==> src/rtl/hwag_ign_sched_if.sv <==
// Shadow-register write port of hwag_ign_sched, driven by the ssram bus decode.
interface hwag_ign_sched_if #(
  parameter int unsigned CH = 4,
  parameter int unsigned AW = 24
);
  localparam int unsigned CHW = (CH > 1) ? $clog2(CH) : 1;

  logic           wr_en;
  logic [CHW-1:0] wr_ch;
  logic [1:0]     wr_sel;
  logic [AW-1:0]  wr_data;

  modport master (output wr_en, wr_ch, wr_sel, wr_data);
  modport slave  (input  wr_en, wr_ch, wr_sel, wr_data);
endinterface

==> src/rtl/hwag_ign_sched.sv <==
// Multi-channel angle-window output scheduler with double-buffered programming.
// Optional per-channel dwell limit enabled by defining HWAG_IGN_DWELL_LIMIT_EN.
module hwag_ign_sched #(
  parameter int unsigned CH = 4,
  parameter int unsigned AW = 24,
  parameter int unsigned DW = 24
) (
  input  logic            clk,
  input  logic            rst,
  input  logic            sync,
  input  logic [AW-1:0]   acnt,
  input  logic            acnt_stb,
  input  logic            upd_stb,
  hwag_ign_sched_if.slave bus,
  output logic [CH-1:0]   ch_out,
  output logic [CH-1:0]   ch_act,
  output logic [CH-1:0]   ch_flt
);
  localparam int unsigned CHW = (CH > 1) ? $clog2(CH) : 1;

  typedef enum logic [1:0] {S_IDLE, S_ARMED, S_ON} state_t;

  logic [AW-1:0] sh_start  [CH];
  logic [AW-1:0] sh_end    [CH];
  logic [AW-1:0] act_start [CH];
  logic [AW-1:0] act_end   [CH];
  logic [CH-1:0] sh_en;
  logic [CH-1:0] act_en;
  logic [CH-1:0] wr_hit;
  state_t        state     [CH];
  state_t        state_nx  [CH];

`ifdef HWAG_IGN_DWELL_LIMIT_EN
  logic [DW-1:0] sh_dmax  [CH];
  logic [DW-1:0] act_dmax [CH];
  logic [DW-1:0] dcnt     [CH];
  logic [CH-1:0] dwell_hit;
  logic [CH-1:0] trip;
  logic [CH-1:0] flt;
`endif

  // Out-of-range channel numbers never match, so those writes fall away.
  always_comb begin
    for (int unsigned i = 0; i < CH; i++)
      wr_hit[i] = bus.wr_en && (bus.wr_ch == CHW'(i));
  end

  // Update reads the shadow before this edge's write lands.
  always_ff @(posedge clk or negedge rst) begin
    if (!rst) begin
      for (int unsigned i = 0; i < CH; i++) begin
        sh_start[i]  <= '0;
        sh_end[i]    <= '0;
        act_start[i] <= '0;
        act_end[i]   <= '0;
      end
      sh_en  <= '0;
      act_en <= '0;
    end else begin
      for (int unsigned i = 0; i < CH; i++) begin
        if (upd_stb) begin
          act_start[i] <= sh_start[i];
          act_end[i]   <= sh_end[i];
          act_en[i]    <= sh_en[i];
        end
        if (wr_hit[i]) begin
          case (bus.wr_sel)
            2'd0:    sh_start[i] <= bus.wr_data;
            2'd1:    sh_end[i]   <= bus.wr_data;
            2'd2:    sh_en[i]    <= bus.wr_data[0];
            default: ;
          endcase
        end
      end
    end
  end

  always_ff @(posedge clk or negedge rst) begin
    if (!rst) begin
      for (int unsigned i = 0; i < CH; i++)
        state[i] <= S_IDLE;
    end else begin
      for (int unsigned i = 0; i < CH; i++)
        state[i] <= state_nx[i];
    end
  end

  // Loss of sync, a disabled channel or an empty window park the channel
  // in IDLE on any clock; angle-driven moves wait for acnt_stb.
  always_comb begin
    for (int unsigned i = 0; i < CH; i++) begin
      state_nx[i] = state[i];
`ifdef HWAG_IGN_DWELL_LIMIT_EN
      trip[i] = 1'b0;
`endif
      if (!sync || !act_en[i] || (act_start[i] == act_end[i])) begin
        state_nx[i] = S_IDLE;
      end else begin
        case (state[i])
          S_IDLE:  if (acnt_stb) state_nx[i] = S_ARMED;
          S_ARMED: if (acnt_stb && (acnt == act_start[i])) state_nx[i] = S_ON;
          S_ON: begin
            if (acnt_stb && (acnt == act_end[i])) begin
              state_nx[i] = S_ARMED;
            end
`ifdef HWAG_IGN_DWELL_LIMIT_EN
            else if (dwell_hit[i]) begin
              state_nx[i] = S_ARMED;
              trip[i]     = 1'b1;
            end
`endif
          end
          default: state_nx[i] = S_IDLE;
        endcase
      end
    end
  end

`ifdef HWAG_IGN_DWELL_LIMIT_EN
  // dcnt holds the number of clocks the output has been high, so a limit
  // of N trips on the edge that would start the (N+1)th high clock.
  always_comb begin
    for (int unsigned i = 0; i < CH; i++)
      dwell_hit[i] = (state[i] == S_ON) && (act_dmax[i] != '0) && (dcnt[i] == act_dmax[i]);
  end

  always_ff @(posedge clk or negedge rst) begin
    if (!rst) begin
      for (int unsigned i = 0; i < CH; i++) begin
        sh_dmax[i]  <= '0;
        act_dmax[i] <= '0;
        dcnt[i]     <= '0;
      end
      flt <= '0;
    end else begin
      for (int unsigned i = 0; i < CH; i++) begin
        if (upd_stb)
          act_dmax[i] <= sh_dmax[i];
        if (wr_hit[i] && (bus.wr_sel == 2'd3))
          sh_dmax[i] <= DW'(bus.wr_data);
        if ((state_nx[i] == S_ON) && (state[i] != S_ON))
          dcnt[i] <= DW'(1);
        else if (state[i] == S_ON)
          dcnt[i] <= dcnt[i] + DW'(1);
        if (wr_hit[i] && (bus.wr_sel == 2'd2))
          flt[i] <= 1'b0;
        if (trip[i])
          flt[i] <= 1'b1;
      end
    end
  end
`endif

  always_comb begin
    for (int unsigned i = 0; i < CH; i++)
      ch_out[i] = (state[i] == S_ON);
    ch_act = act_en;
`ifdef HWAG_IGN_DWELL_LIMIT_EN
    ch_flt = flt;
`else
    ch_flt = '0;
`endif
  end

endmodule

==> src/flat_wrapper.sv <==
// flat-port wrapper written by rule: the top's interface ports become plain ports
module hwag_ign_sched_flat 
#(
  parameter int unsigned CH = 4,
  parameter int unsigned AW = 24,
  parameter int unsigned DW = 24
)
  (clk, rst, sync, acnt, acnt_stb, upd_stb, ch_out, ch_act, ch_flt, bus_wr_en, bus_wr_ch, bus_wr_sel, bus_wr_data);
  hwag_ign_sched_if #(.CH(CH), .AW(AW)) bus_i ();
  input  logic clk;
  input  logic rst;
  input  logic sync;
  input  logic [AW-1:0] acnt;
  input  logic acnt_stb;
  input  logic upd_stb;
  output logic [CH-1:0] ch_out;
  output logic [CH-1:0] ch_act;
  output logic [CH-1:0] ch_flt;
  input wire logic [$bits(bus_i.wr_en)-1:0] bus_wr_en;
  input wire logic [$bits(bus_i.wr_ch)-1:0] bus_wr_ch;
  input wire logic [$bits(bus_i.wr_sel)-1:0] bus_wr_sel;
  input wire logic [$bits(bus_i.wr_data)-1:0] bus_wr_data;
  assign bus_i.wr_en = bus_wr_en;
  assign bus_i.wr_ch = bus_wr_ch;
  assign bus_i.wr_sel = bus_wr_sel;
  assign bus_i.wr_data = bus_wr_data;
  hwag_ign_sched #(.CH(CH), .AW(AW), .DW(DW)) u_core (.clk(clk), .rst(rst), .sync(sync), .acnt(acnt), .acnt_stb(acnt_stb), .upd_stb(upd_stb), .bus(bus_i), .ch_out(ch_out), .ch_act(ch_act), .ch_flt(ch_flt));
endmodule
==> config.mk <==
export PLATFORM = sky130hd
export DESIGN_NAME = hwag_ign_sched_flat
export DESIGN_NICKNAME = d
export VERILOG_FILES = /design/src/rtl/hwag_ign_sched_if.sv /design/src/rtl/hwag_ign_sched.sv /design/src/flat_wrapper.sv
export SDC_FILE = /design/constraint.sdc
export NUM_CORES = 1
export LEC_CHECK = 0
export ABC_AREA = 1
export BUFFER_PORTS_ARGS = -buffer_cell sky130_fd_sc_hd__buf_4
export CAP_MARGIN = 10
export CELL_PAD_IN_SITES_DETAIL_PLACEMENT = 1
export CELL_PAD_IN_SITES_GLOBAL_PLACEMENT = 1
export CORE_AREA = 2 2 214 216
export DETAILED_ROUTE_END_ITERATION = 10
export DIE_AREA = 0 0 216 218
export GPL_ROUTABILITY_DRIVEN = 0
export PLACE_DENSITY_LB_ADDON = 0.1
export SLEW_MARGIN = 25
export SYNTH_ARGS = -nofsm -noshare
export SYNTH_HDL_FRONTEND = slang
export SYNTH_SLANG_ARGS = --single-unit
==> constraint.sdc <==
create_clock -name clk -period 1.5 [get_ports clk]
set_clock_uncertainty 0.15 [all_clocks]
set_input_delay 0.3 -clock clk [delete_from_list [all_inputs] [get_ports clk]]
set_output_delay 0.3 -clock clk [all_outputs]
set_load 0.01 [all_outputs]
==> impl_results.md, run 1 <==
* Outcome: finished, violations left
* Failing checks: negative setup slack
* Worst Path Arrival at 2220 ps
* VDD IR max at 0.965 mV
* Crit. End Element: register
* FP Rows at 78
* Synth Register Bits at 400
* First-pass GRT wire length at 114000 µm
* Max_cap viols at 0
* Area Growth Syn to Fin at 33.2%
* Port bufs at 65
* First drt pass iteration count at 5
* Die H at 218 µm
* Layout cells sized above 1 at 28.3%
* Mapped Area at 0.0191 mm²
* Via/cell ratio at 5.34
* CTS buffer count at 46
* Top layer in use: met4
* Die Wd at 216 µm
* DRT antenna net count at 0
* TritonCTS clock tree: yes
* Synth cell types at 27
* Fill count at 5317
* LEAKAGE at 0.0122 µW
* Mean Syn Cell Area at 8.31 µm²
* Root buf cell: clkbuf_16
* IO Pins at 70
* Maximum clock insertion buffer count at 3
* Final Util at 56.7%
* H-Tree Depth at 2
* Sink count of the clock tree at 400
* Core area at 0.0449 mm²
* GRT Total Usage at 32.4%
* Initial Util at 42.5%
* Startpoint types: register
* Routed wl met2 at 35700 µm
* Post-Syn Instances at 2298
* Final period util at 123%
* Post-synth top cells: nand2_1, dfrtp_1, o21ai_0, inv_1, nor2_1
* Ys async rst share at 100%
* Synth Flop Type: dfrtp_1
* Synth top area share at 52.4%
* Critical Path RT at 1880 ps
* Synthesis warning total at 0
* Number of global-route vias before repair at 18714
* Seq/Total Area, Yosys at 52.4%
* Initial antenna violation count at 2
* Setup Viol. Count Final at 16
* Slew Limit Fails at 0
* RSZ-0062 raised after global routing: true
* Crit-path slowest cell: dfrtp_1
* # nets final at 2731
* Drt wl/cell at 23.4 µm
* Total grt overflow at 0
* Final wirelength at 77600 µm
* Minimum clock period at 1850 ps
* Hpwl dp at 55900 µm
* Hold Vio Cnt, Final at 0
* Setup WS post-layout at -346 ps
* Drt first-iter violations at 1367
* Min-delay worst type: in -> async
* Normalized max-slew margin at 66.4%
* Worst-path clk slew at 60 ps
* Count leader, synth: nand2_1
* Setup TNS at -3680 ps
* Synth top area cells: dfrtp_1, nand2_1, o21ai_0
* Die area at 0.0471 mm²
* Skew-Pair Late Insertion Delay at 590 ps
* Vias at 17679
* CP peak stage delay at 390 ps
* Largest net degree at the start of global routing at 66
* Post-synth top area cell: dfrtp_1
* DR WL met3 at 4390 µm
* Drt drc at 0
* Wl on met1 at 33800 µm
* Pwr per Cell Area at 1430 mW/mm²
* Slew @ Worst Pin at 502 ps
* CP Max Fanout at 3
* Fmax at 0.542 GHz
* Post-synth EDFFs at 0
* Crit Path Category: reg -> reg
* Critical path cell sequence: inv_2, buf_4, nand2_2, nand2_2, nor2_4, nand3_2, nor2_1, nand2_1, nor2_2, buf_4, a31oi_1, nor2_1
==> cell families after synthesis <==
kind of cell | synth area share (%)
AO/OA/AOI/OAI | 10.4
XOR/XNOR | 6.14
buffers and inverters | 7.26
flip-flops | 52.4
multiplexers | 3.18
other | 0.0196
AND/OR/NAND/NOR | 20.5
==> area by class of cell <==
class | count | area [µm²] | area share, %
antenna | 2 | 5.00 | 0.0197
clock buffer | 65 | 1290 | 5.08
clock inverter | 20 | 233 | 0.915
inverter | 222 | 838 | 3.30
multi-input combinational | 1573 | 8480 | 33.3
sequential | 400 | 10100 | 39.5
tap | 600 | 751 | 2.95
timing repair buffer | 430 | 3790 | 14.9
==> what timing repair did <==
action | CTS | global route
setup endpoints to repair | 16 | 82
hold buffers | 25 | 0
pin swaps | 65 | 84
hold endpoints to repair | 509 | 0
cloned | 0 | 3
setup buffers | 29 | 25
gates resized for setup | 141 | 131
==> flip-flops by register name, summed over array words and instances, names as in the netlist <==
| name | count |
|---|---|
| u_core.sh_start | 96 |
| u_core.sh_end | 96 |
| u_core.act_end | 96 |
| u_core.act_start | 96 |
| u_core.state | 8 |
| u_core.ch_act | 4 |
| u_core.sh_en | 4 |
==> metrics by stage <==
step           cells  total power, µW  setup slack (ps)  instance area, µm²  hold slack (ps)
2_1_floorplan   2301            18900              35.7               19100             -146
3_3_place_gp    3149            23200              -574               22300             27.0
3_5_place_dp    3149            23600              -584               22300             29.0
4_1_cts         3286            35900              -335               24800            0.334
5_1_grt         3311            38100              -418               25400             17.6
6_report        3312            36500              -346               25400             25.9
==> report_power, final <==
group | internal, µW | total, µW | switching (µW)
clock | 6720 | 11500 | 4760
sequential | 13000 | 15200 | 2180
combinational | 4470 | 9790 | 5330
==> cell usage in the layout (no fill, tap or decap), types with 14 or more instances in the layout <==
cell type        n
inv_1          186
dlygate4sd3_1   23
clkbuf_16       49
a21oi_1         14
nor2_2          42
xor2_1          28
dfrtp_2         35
inv_2           34
dfrtp_1        365
o21ai_0        317
buf_6           26
nand2_1        669
xnor2_2         17
o21ai_1         45
nand3_1         25
nand2_2         46
mux2_2          54
xnor2_1         79
buf_12          26
nor2_1         101
buf_4          348
nand4_1         50
==> final timing paths <==
| path | from | slack (ps) | end | depth (start not counted) |
|---|---|---|---|---|
| max | u_core.act_start[93] | -350 | u_core.state[7] | 12 |
| min | rst | 30 | u_core.act_start[63] | 2 |
| max reg2reg | u_core.act_start[93] | -350 | u_core.state[7] | 12 |
| min reg2reg | u_core.sh_end[47] | 340 | u_core.act_end[47] | 2 |
| max in group asynchronous | rst | 460 | u_core.act_start[70] | 4 |
| min in group clk | bus_wr_data[18] | 30 | u_core.sh_start[66] | 3 |
==> metal layers <==
metal / vias to the layer above / GRT usage, %
met2: 562 / 52.2
met1: 8901 / 43.6
met5: - / 0
li1: 8032 / -
met3: 184 / 4.67
met4: 0 / 14.5
==> worst max-delay path: cells and delay by family, from the launching register on <==
family / cells / cell delay [ps]
AO/OA/AOI/OAI: 1 / 70
flip-flops: 1 / 390
AND/OR/NAND/NOR: 8 / 840
buffers and inverters: 3 / 340
Note: power is estimated with default switching activity, not from simulation.
==> inputs of run 2 (changes only) <==
--- a/config.mk
+++ b/config.mk
@@ -5,14 +5,14 @@
 export SDC_FILE = /design/constraint.sdc
 export NUM_CORES = 1
 export LEC_CHECK = 0
-export ABC_AREA = 1
+export ABC_AREA = 0
 export BUFFER_PORTS_ARGS = -buffer_cell sky130_fd_sc_hd__buf_4
 export CAP_MARGIN = 10
 export CELL_PAD_IN_SITES_DETAIL_PLACEMENT = 1
 export CELL_PAD_IN_SITES_GLOBAL_PLACEMENT = 1
-export CORE_AREA = 2 2 214 216
+export CORE_AREA = 2 2 201 203
 export DETAILED_ROUTE_END_ITERATION = 10
-export DIE_AREA = 0 0 216 218
+export DIE_AREA = 0 0 203 205
 export GPL_ROUTABILITY_DRIVEN = 0
 export PLACE_DENSITY_LB_ADDON = 0.1
 export SLEW_MARGIN = 25
==> impl_results.md, run 2 <==
* Outcome: finished, violations left
* Failing checks: negative setup slack
* Setup WS post-layout at -608 ps
* Initial Util at 46.6%
* Critical path cell sequence: xnor2_1, buf_4, nand4_1, or4_4, or3_4, a21oi_2
* Mapped Area at 0.0184 mm²
* Final Util at 61.1%
* Via/cell ratio at 5.51
* Crit-path slowest cell: or4_4
* # nets final at 1720
* Synth top area share at 54.5%
* Slew @ Worst Pin at 641 ps
* First drt pass iteration count at 5
* Startpoint types: register
* Area Growth Syn to Fin at 31.0%
* Min-delay worst type: in -> reg
* Total grt overflow at 0
* Root buf cell: clkbuf_16
* Minimum clock period at 2110 ps
* Synth Register Bits at 400
* Fill count at 3810
* Final period util at 141%
* DRT antenna net count at 0
* FP Rows at 73
* Drt first-iter violations at 630
* Fmax at 0.474 GHz
* Post-synth top cells: dfrtp_1, mux2_2, xnor2_1, xor2_1, nand4_1
* Vias at 12246
* Number of global-route vias before repair at 13581
* Normalized max-slew margin at 57.1%
* Most frequent cells in the layout: mux2_2, dfrtp_1, buf_4, xnor2_1, xor2_1
* Final instance area at 0.0241 mm²
* Dpl ws at -910 ps
* Count leader, synth: dfrtp_1
* Final wirelength at 60900 µm
* Ys async rst share at 100%
* Mean Syn Cell Area at 13.9 µm²
* Setup Viol. Count Final at 16
* Initial antenna violation count at 3
* First-pass GRT wire length at 89300 µm
* Placed Area at 0.0214 mm²
* Die area at 0.0416 mm²
* Crit. End Element: register
* Drt drc at 0
* Seq/Total Area, Yosys at 54.5%
* Synth Flop Type: dfrtp_1
* LEAKAGE at 0.0107 µW
* GRT Total Usage at 30.0%
* Synth top area cells: dfrtp_1, mux2_2, xnor2_1
* Die Wd at 203 µm
* Skew-Pair Late Insertion Delay at 570 ps
* Synthesis warning total at 0
* Maximum clock insertion buffer count at 3
* Max_cap viols at 0
* Commonest non-fill, non-tap cell in the layout: mux2_2
* Pwr per Cell Area at 1620 mW/mm²
* Largest net degree at the start of global routing at 83
* Synth cell types at 36
* Die H at 205 µm
* CP peak stage delay at 530 ps
* Layout cells sized above 1 at 53.3%
* Drt wl/cell at 27.4 µm
* Slew Limit Fails at 0
* Port bufs at 65
* CP Max Fanout at 2
* CTS buffer count at 45
* Critical Path RT at 1850 ps
* Hold Vio Cnt, Final at 0
* Core area at 0.0394 mm²
* IO Pins at 70
* Post-Syn Instances at 1317
* VDD IR max at 0.949 mV
* Crit Path Category: reg -> reg
* Hpwl dp at 44300 µm
* Post-synth top area cell: dfrtp_1
* RSZ-0062 raised after global routing: true
* TritonCTS clock tree: yes
* Sink count of the clock tree at 400
* Post-synth EDFFs at 0
* Worst Path Arrival at 2460 ps
* Worst-path clk slew at 60 ps
* H-Tree Depth at 2
run 2: cell count changes after synthesis, sizes merged, moves of 77 or more:
cell   before  now
nand2     721    8
mux2       54  390
o21ai     364    4
inv       222    6
xor2       36  113
nor2      154   15
run 2: timing repair:
item,in CTS,in global routing
pin swaps,24,30
hold endpoints to repair,603,0
setup endpoints to repair,16,16
buffers inserted,16,6
hold buffers,27,0
resized for setup,67,51
run 2: worst max-delay path: cells and delay by family, from the launching register on:
family | cells | cell delay, ps
xor gates and xnor gates | 1 | 200
AOI/OAI and AO/OA | 1 | 130
DFF | 1 | 470
and+or+nand+nor | 3 | 960
buffers and inverters | 1 | 140
run 2: kinds of logic after synthesis:
group | synth area share [%]
flip-flops | 54.5
multiplexers | 23.9
XOR/XNOR | 13.8
AND/OR/NAND/NOR | 4.34
buffers and inverters | 2.49
AO/OA/AOI/OAI | 0.968
other | 0.0204
run 2: final cells by class:
class                      instances  area, µm²  area share [%]
sequential                       400      10000            41.7
clock buffer                      63       1300            5.42
timing repair buffer             367       3250            13.5
inverter                           6       22.5          0.0936
antenna                            2       5.00          0.0208
multi-input combinational        842       8540            35.5
clock inverter                    18        265            1.10
tap                              525        657            2.73
run 2: worst paths after layout:
path,start,end,slack [ps],cells past startpoint
min,bus_wr_sel[0],u_core.sh_en[0],50,3
min in group asynchronous,rst,u_core.act_end[53],180,3
max,u_core.act_start[78],u_core.state[7],-610,6
max reg2reg,u_core.act_start[78],u_core.state[7],-610,6
min reg2reg,u_core.sh_start[52],u_core.act_start[52],340,1
max in group asynchronous,rst,u_core.act_start[84],350,3
run 2: stage by stage:
step / hold WS, ps / total power, µW / TNS (ps) / instances
after global placement: -23.6 / 26000 / -30070 / 2091
after floorplan: -146 / 20700 / -3960 / 1320
final: 49.8 / 39100 / -5690 / 2223
after global routing: 65.2 / 40600 / -6350 / 2221
after detailed placement: -23.3 / 26400 / -33630 / 2091
after CTS: 41.4 / 38800 / -5570 / 2215
run 2: per-layer routing:
layer	global-route usage [%]	vias to the layer above	routed length (µm)
li1	-	5290	-
met1	39.1	6515	25500
met2	50.4	318	29800
met3	3.52	123	2790
met4	14.2	0	2860
met5	0	-	0
run 2: report_power, final:
group          switching, µW  internal (µW)  total [µW]
Clock                   4440           7240       11700
Sequential              2550          13500       16100
Combinational           5120           6190       11300
==> inputs of run 3 (changes only) <==
--- a/config.mk
+++ b/config.mk
@@ -14,7 +14,7 @@
 export DETAILED_ROUTE_END_ITERATION = 10
 export DIE_AREA = 0 0 203 205
 export GPL_ROUTABILITY_DRIVEN = 0
-export PLACE_DENSITY_LB_ADDON = 0.1
+export PLACE_DENSITY_LB_ADDON = 0.25
 export SLEW_MARGIN = 25
 export SYNTH_ARGS = -nofsm -noshare
 export SYNTH_HDL_FRONTEND = slang
==> impl_results.md, run 3 (synthesis results as in run 2) <==
* Initial antenna violation count at 2
* Crit path launch: u_core.act_start[88]
* Largest net degree at the start of global routing at 91
* Die H at 205 µm
* CTS buffer count at 44
* Max_cap viols at 0
* Via/cell ratio at 5.62
* Pwr per Cell Area at 1630 mW/mm²
* Area Growth Syn to Fin at 30.6%
* WP buf/inv at 0
* CP Max Fanout at 3
* Worst Path Arrival at 2610 ps
* Die Wd at 203 µm
* Vias at 12497
* Worst reg2reg path startpoint: u_core.act_start[88]
* Die area at 0.0416 mm²
* Root buf cell: clkbuf_16
* Final wirelength at 62700 µm
* # nets final at 1720
* Failing checks: negative setup slack
* Drt wl/cell at 28.2 µm
* Port bufs at 65
* Fmax at 0.443 GHz
* IO Pins at 70
* Skew-Pair Late Insertion Delay at 580 ps
* Drt drc at 0
* Final period util at 151%
* H-Tree Depth at 2
* Placed Area at 0.0215 mm²
* Total grt overflow at 0
* Slew Limit Fails at 0
* Maximum clock insertion buffer count at 3
* Critical path cell sequence: xor2_1, nor4_1, nand3_1, or3_4, a21oi_2
* Most frequent cells in the layout: mux2_2, dfrtp_1, buf_4, xnor2_1, xor2_1
* Hold Vio Cnt, Final at 0
* Min-delay worst type: in -> reg
* FP Rows at 73
* Outcome: finished, violations left
* Startpoint types: register
* Setup TNS at -6020 ps
* Crit. End Element: register
* Drt first-iter violations at 841
* LEAKAGE at 0.0106 µW
* First drt pass iteration count at 5
* TritonCTS clock tree: yes
* Normalized max-slew margin at 53.6%
* Crit Path Category: reg -> reg
* Multi-input gate area at 0.00843 mm²
* Setup WS post-layout at -758 ps
* Crit path to: u_core.state[7]
* Initial Util at 46.6%
* Critical Path RT at 1860 ps
* Layout cells sized above 1 at 52.7%
* Register-to-Register Path Depth at 5
* Setup Viol. Count Final at 16
* DRT antenna net count at 0
* Number of global-route vias before repair at 13581
* CP peak stage delay at 600 ps
* VDD IR max at 1.03 mV
* Minimum clock period at 2260 ps
* Core area at 0.0394 mm²
* Cell family with most CP delay: simple AND/OR/NAND/NOR gates
* Sink count of the clock tree at 400
* Sequential Area at 0.0100 mm²
* Slew @ Worst Pin at 694 ps
* Worst-path clk slew at 60 ps
* Hpwl dp at 44200 µm
* RR Endpoint: u_core.state[7]
* RSZ-0062 raised after global routing: true
* Fill count at 3756
* Power, Total at 39100 µW
* Final Util at 60.9%
* Critical path depth at 5
* Crit-path slowest cell: nor4_1
* Final instance area at 0.0240 mm²
* GRT Total Usage at 30.5%
* Commonest non-fill, non-tap cell in the layout: mux2_2
* First-pass GRT wire length at 91200 µm
* R2R Setup Slk at -760 ps
## run 3: cell count changes in the layout (fill, tap and decap cells not counted), sizes merged
cell and change:
clkinv -5, clkbuf +3, inv +3, dlygate4sd3 +2, buf -1, bufinv -1
clkinvlp +1, diode -1
## run 3: worst min path at each step
stage                             start              endpoint  slack (ps)  depth (start not counted)
after floorplan                     rst     u_core.act_end[0]        -150                          0
after global placement              rst  u_core.act_start[51]           3                          1
after detailed placement            rst  u_core.act_start[51]           5                          1
after CTS                 bus_wr_sel[0]       u_core.sh_en[0]          50                          3
after global routing      bus_wr_sel[0]       u_core.sh_en[0]          60                          3
final                     bus_wr_sel[0]       u_core.sh_en[0]          40                          3
## run 3: cell type report
type / instances / area share (%)
flip-flops and latches: 400 / 41.8
clock buffers: 66 / 5.53
multi-input cells: 842 / 35.2
well taps: 525 / 2.74
repair buffers: 368 / 13.6
inverters: 6 / 0.0939
clock inverters: 16 / 1.02
diodes: 1 / 0.0104
## run 3: worst register-to-register path, cell delays in order (launching register included)
cell	delay [ps]
dfrtp_1	430
xor2_1	240
nor4_1	610
nand3_1	230
or3_4	410
a21oi_2	130
## run 3: power by group
| group | leakage (µW) | internal, µW | switching (µW) |
|---|---|---|---|
| combinational | 0.00496 | 6060 | 5200 |
| clock | 0.000773 | 7160 | 4580 |
| sequential | 0.00491 | 13500 | 2610 |
## run 3: through the flow
stage | worst slack, ps | cells | hold slack (ps)
floorplan | -350 | 1320 | -146
global route | -810 | 2224 | 59.8
detailed placement | -771 | 2091 | 4.82
CTS | -541 | 2216 | 52.9
global placement | -718 | 2091 | 2.66
finish | -758 | 2224 | 39.7
## run 3: per-layer routing
metal	up-vias	routed length, µm	track usage (%)
met5	-	0	0
met4	0	3020	14.5
met3	139	3500	6.46
met2	418	29300	48.5
met1	6650	26900	40.1
li1	5290	-	-
## run 3: timing repair
item	4_1_cts	5_1_grt
hold endpoints to repair	594	0
setup buffers	14	8
endpoints found under the setup margin	16	16
hold buffers	29	0
pin swaps	25	22
resized for setup	69	29
